[src/rtl/decoder_3x8.sv]
// Registered 3-to-8 one-hot decoder with enable and a valid flag.
// Each output line is its own register lane fed from one full-case decode.

module decoder_3x8_lane #(
  parameter bit ACTIVE_LOW = 1'b0
) (
  input  logic clk,
  input  logic rst,
  input  logic hot,
  output logic line
);

  always_ff @(posedge clk) begin
    if (rst) line <= ACTIVE_LOW;
    else     line <= hot ^ ACTIVE_LOW;
  end

endmodule

module decoder_3x8 #(
  parameter bit ACTIVE_LOW = 1'b0
) (
  input  logic clk,
  input  logic rst,
  input  logic en,
  input  logic in0,
  input  logic in1,
  input  logic in2,
  output logic a,
  output logic b,
  output logic c,
  output logic d,
  output logic e,
  output logic f,
  output logic g,
  output logic h,
  output logic valid
);

  localparam int NUM_LANES = 8;

  logic [2:0]           idx;
  logic [NUM_LANES-1:0] hot;
  logic [NUM_LANES-1:0] lines;

  assign idx = {in2, in1, in0};

  // Every select value maps to exactly one pattern, so an unknown select
  // can never light more than one line after synthesis.
  always_comb begin
    hot = '0;
    if (en) begin
      case (idx)
        3'd0: hot = 8'b0000_0001;
        3'd1: hot = 8'b0000_0010;
        3'd2: hot = 8'b0000_0100;
        3'd3: hot = 8'b0000_1000;
        3'd4: hot = 8'b0001_0000;
        3'd5: hot = 8'b0010_0000;
        3'd6: hot = 8'b0100_0000;
        3'd7: hot = 8'b1000_0000;
        default: hot = '0;
      endcase
    end
  end

  for (genvar i = 0; i < NUM_LANES; i++) begin : g_lane
    decoder_3x8_lane #(.ACTIVE_LOW(ACTIVE_LOW)) u_lane (
      .clk  (clk),
      .rst  (rst),
      .hot  (hot[i]),
      .line (lines[i])
    );
  end

  always_ff @(posedge clk) begin
    if (rst) valid <= 1'b0;
    else     valid <= en;
  end

  assign {h, g, f, e, d, c, b, a} = lines;

endmodule

[config.mk]
export PLATFORM = sky130hd
export DESIGN_NAME = decoder_3x8
export DESIGN_NICKNAME = d
export VERILOG_FILES = /design/src/rtl/decoder_3x8.sv
export SDC_FILE = /design/constraint.sdc
export NUM_CORES = 1
export LEC_CHECK = 0
export ABC_AREA = 1
export CORE_AREA = 2 2 39 41
export CTS_CLUSTER_DIAMETER = 150
export DETAILED_ROUTE_END_ITERATION = 6
export DIE_AREA = 0 0 41 43
export MAX_ROUTING_LAYER = met4
export PLACE_DENSITY = 0.53
export SETUP_SLACK_MARGIN = 0.2
export SLEW_MARGIN = 5
export SYNTH_ARGS = -nofsm -noshare
export SYNTH_HDL_FRONTEND = slang
export SYNTH_SLANG_ARGS = --single-unit
[constraint.sdc]
create_clock -name clk -period 0.8 [get_ports clk]
set_input_delay 0.2 -clock clk [delete_from_list [all_inputs] [get_ports clk]]
set_output_delay 0.2 -clock clk [all_outputs]
set_load 0.02 [all_outputs]
Yosys cells after proc, flatten, opt, wreduce, memory -nomap -nowiden:

Memory sizes are Yosys's and may differ from the RTL's. A register that Yosys moved wholly into a read port is not among the register bits.
Index checks and enable logic that the tools add are counted.

* bits of input ports: 6
* ROM bits: 64
* word-level logic and storage cells: 4
* memories: 1
* output and inout port bits: 9
* register bits after elaboration: 1

Memories
* (name not given): words 8, width 8, read ports 1, clocked after memory_dff 1, write ports 0, line 53 `case (idx)`

* reduce and logical (&&, ||, !) cells: 1
* bitwise gates (word level): 1

Operators with widths (count)
* OR reduction 2 bit: 1
* NOT 1 bit: 1

Logic depth before layout (Yosys ltp):

Gate-level depths: netlist (run 1).

* depth after elaboration: 2
* gate-level depth with buffers: 3

Modules after synthesis:

A second synthesis (run 1) with hierarchy kept.

* cell total of the unflattened synthesis: 44
* area total of the unflattened synthesis: 331.6 um^2

By module, submodules not included
* decoder_3x8_lane: cells each 3, sequential area each 20.0 um^2, instances 8, area each 30.0 um^2
* decoder_3x8: cells each 20, sequential area each 20.0 um^2, instances 1, area each 91.3 um^2

Worst setup path before layout (run 1):

No wires, ideal clock.

* path type: register -> output
* start: reg g_lane[0].u_lane.line
* end: out a
* arrival: 0.395 ns
* path buffers: 0
* stages on the path, launching flop included: 1
* path slack: 0.205 ns
* cells stage by stage: dfxtp_1

RTL lines
* start: declaration: line 10 `output logic line`
* start signal: assignment: line 15 `else line <= hot ^ ACTIVE_LOW;`
* end: declaration: line 29 `output logic a,`

No word-level cell between the ends.

Worst setup path in the final report (run 1):

* start: reg g_lane[3].u_lane.line
* end: out d

RTL lines
* start: declaration: line 10
* start signal: assignment: line 15
* end: declaration: line 32 `output logic d,`

No word-level cell between the ends.

==> out/qor.yml, run 1 <==
ant_nets: 0
critPathRequiredTime_ns: 0.60
n_antenna_cell: 0
finalHoldViolCount: 0
grt_pass1_vias: 176
dieHeight_um: 43
ys_types: 5
avgSynthCellArea_sq_um: 8.89
final_max_slew_viol_count: 0
pin_count: 15
multiInputGateArea_sq_um: 76.3
arrival_ns: 0.69
synth_warnings: 0
critical_path_buf_inv_count: 1
power.density_mw_per_mm2: 1840
synth_seq_area_share_pct: 69.9
final_area_sq_um: 478
synth_fp_nets: 35
crit_family: "flip-flops"
grt_pass1_wl_um: 627
track_usage_pct: 6.29
antenna_found_initial: 0
cts.sinks: 9
regArea_sq_um: 191
post-dp-hpwl_um: 327
crit_path_top_delay_cell: "dfxtp_2"
ys_ff_latch: 9
pwr-share-clk_pct: 38.1
fin_crit_ns: 0.887
nNetsFinal: 54
drc: 0
outcome: "finished with violations"
drt_pass1_iterations: 4
core_sq_mm: 0.00138
syn_area_sq_um: 258
initial_utilization_pct: 18.6
drtIter0Drc: 5
grt_overflow: 0
num_vias: 237
peakVddDrop_mv: 0.597
dp.cells: 59
area_delta_synth_final_pct: 85.4
pwr-share-seq_pct: 52.6
fmax_mhz: 1130
io_buffers: 14
violations: "setup timing"
wl_um: 422
utilization_pct: 34.5
grt_setup_unrepaired: "yes"
start_kind: "flip-flop"
swShare_pct: 21.7
slew_headroom_pct: 88.4
cts_tree: "done"
num_rows: 14
drv_cap: 0
worstPathMaxFanout: 1
cts.path.max_buffers: 2
vias_per_cell: 3.76
p_comb_share_pct: 9.3
grt_max_degree: 6
p_sw_mw: 0.191
min_period_over_period_pct: 111
p_leak_nw: 0.226
fp.dieW_um: 41
cts_buffers: 3
mostFrequentLayoutCells: "9 x nor2_1, 9 x dfxtp_2, 9 x buf_6, 5 x dlygate4sd2_1"
fin_cells: 63
dpl-instance-area_sq_um: 418
die-area_sq_mm: 0.00176
cts_setup_buffers: 0
worst-setup-path-type: "flip-flop to output port"
setup_viol: 9
setup_tns_ns: -0.756
holdWs_ns: 0.257
synthCells: 29
cts_root_buf: "clkbuf_4"
p_int_mw: 0.689
gp_congestion: 0.711
holdCritPathClass: "primary input to flip-flop"
wl_per_cell_um: 6.70
fin_ws_ns: -0.0872
path_cells: "buf_6"
cts-htree-levels: 1
fillers: 143
setup.worst_path.end_class: "output port"
cp_slowest_stage_delay_ns: 0.31
path_clk_slew_ns: 0.06
worst_pin_slew_ns: 0.174
drive_above_1_share_pct: 51.1
state kept, by name, summed over array words and instances, names as in the netlist:
name and cells:
g_lane.u_lane.line 8, valid 1
synth_stat cells:
library cell	count	area share (%)
nand3_1	2	3.9
inv_1	5	7.3
nor2_1	9	13
nand2_1	4	5.8
dfxtp_1	9	70
area by class of cell:
class / count / area share [%]
sequential: 9 / 40.1
timing repair buffer: 14 / 30.4
multi-input combinational: 15 / 16.0
clock buffer: 4 / 5.50
tap: 16 / 4.19
inverter: 5 / 3.93
metrics by stage:
stage          power, mW  setup slack [ns]
6_report           0.880           -0.0872
3_3_place_gp       0.551            -0.287
3_5_place_dp       0.552            -0.285
2_1_floorplan      0.502             0.205
4_1_cts            0.894           -0.0978
5_1_grt            0.926            -0.110
path summary, 6_finish.rpt:
check	start	to	slack [ns]	cells after the start
max	g_lane[3].u_lane.line	d	-0.09	1
min	rst	valid	0.26	2
kinds of logic after synthesis:
kind of cell	Yosys count	share of synthesized area, %
simple gates	15	22.8
flops	9	69.9
buf+inv	5	7.28
power by group through the flow:
stage / clock network (mW) / registers, mW / logic, mW
after floorplan: 0 / 0.482 / 0.0199
after global placement: 0 / 0.470 / 0.0814
after detailed placement: 0 / 0.470 / 0.0819
after CTS: 0.350 / 0.463 / 0.0814
after global routing: 0.371 / 0.463 / 0.0909
final: 0.335 / 0.463 / 0.0821
layer usage:
layer  up-vias  track usage (%)  wire (um)
met1       100             6.15        171
met4         0             8.00          0
met2        14             6.56        187
met3         0             4.71         63
met5         -                -          0
li1        123                -          -
timing repair:
item                       in CTS  in global routing
gates resized for setup        71                  1
hold buffers                    0                  0
pin swaps                       1                  0
setup endpoints to repair      18                 13
Note: power is estimated with default switching activity, not from simulation.
==> run 2: changes to the inputs <==
--- a/config.mk
+++ b/config.mk
@@ -10,6 +10,7 @@
 export CTS_CLUSTER_DIAMETER = 150
 export DETAILED_ROUTE_END_ITERATION = 6
 export DIE_AREA = 0 0 41 43
+export HOLD_SLACK_MARGIN = 0.02
 export MAX_ROUTING_LAYER = met4
 export PLACE_DENSITY = 0.53
 export SETUP_SLACK_MARGIN = 0.2
==> results of run 2 <==
No change in the layout: final DEF, timing and power equal those of run 1.
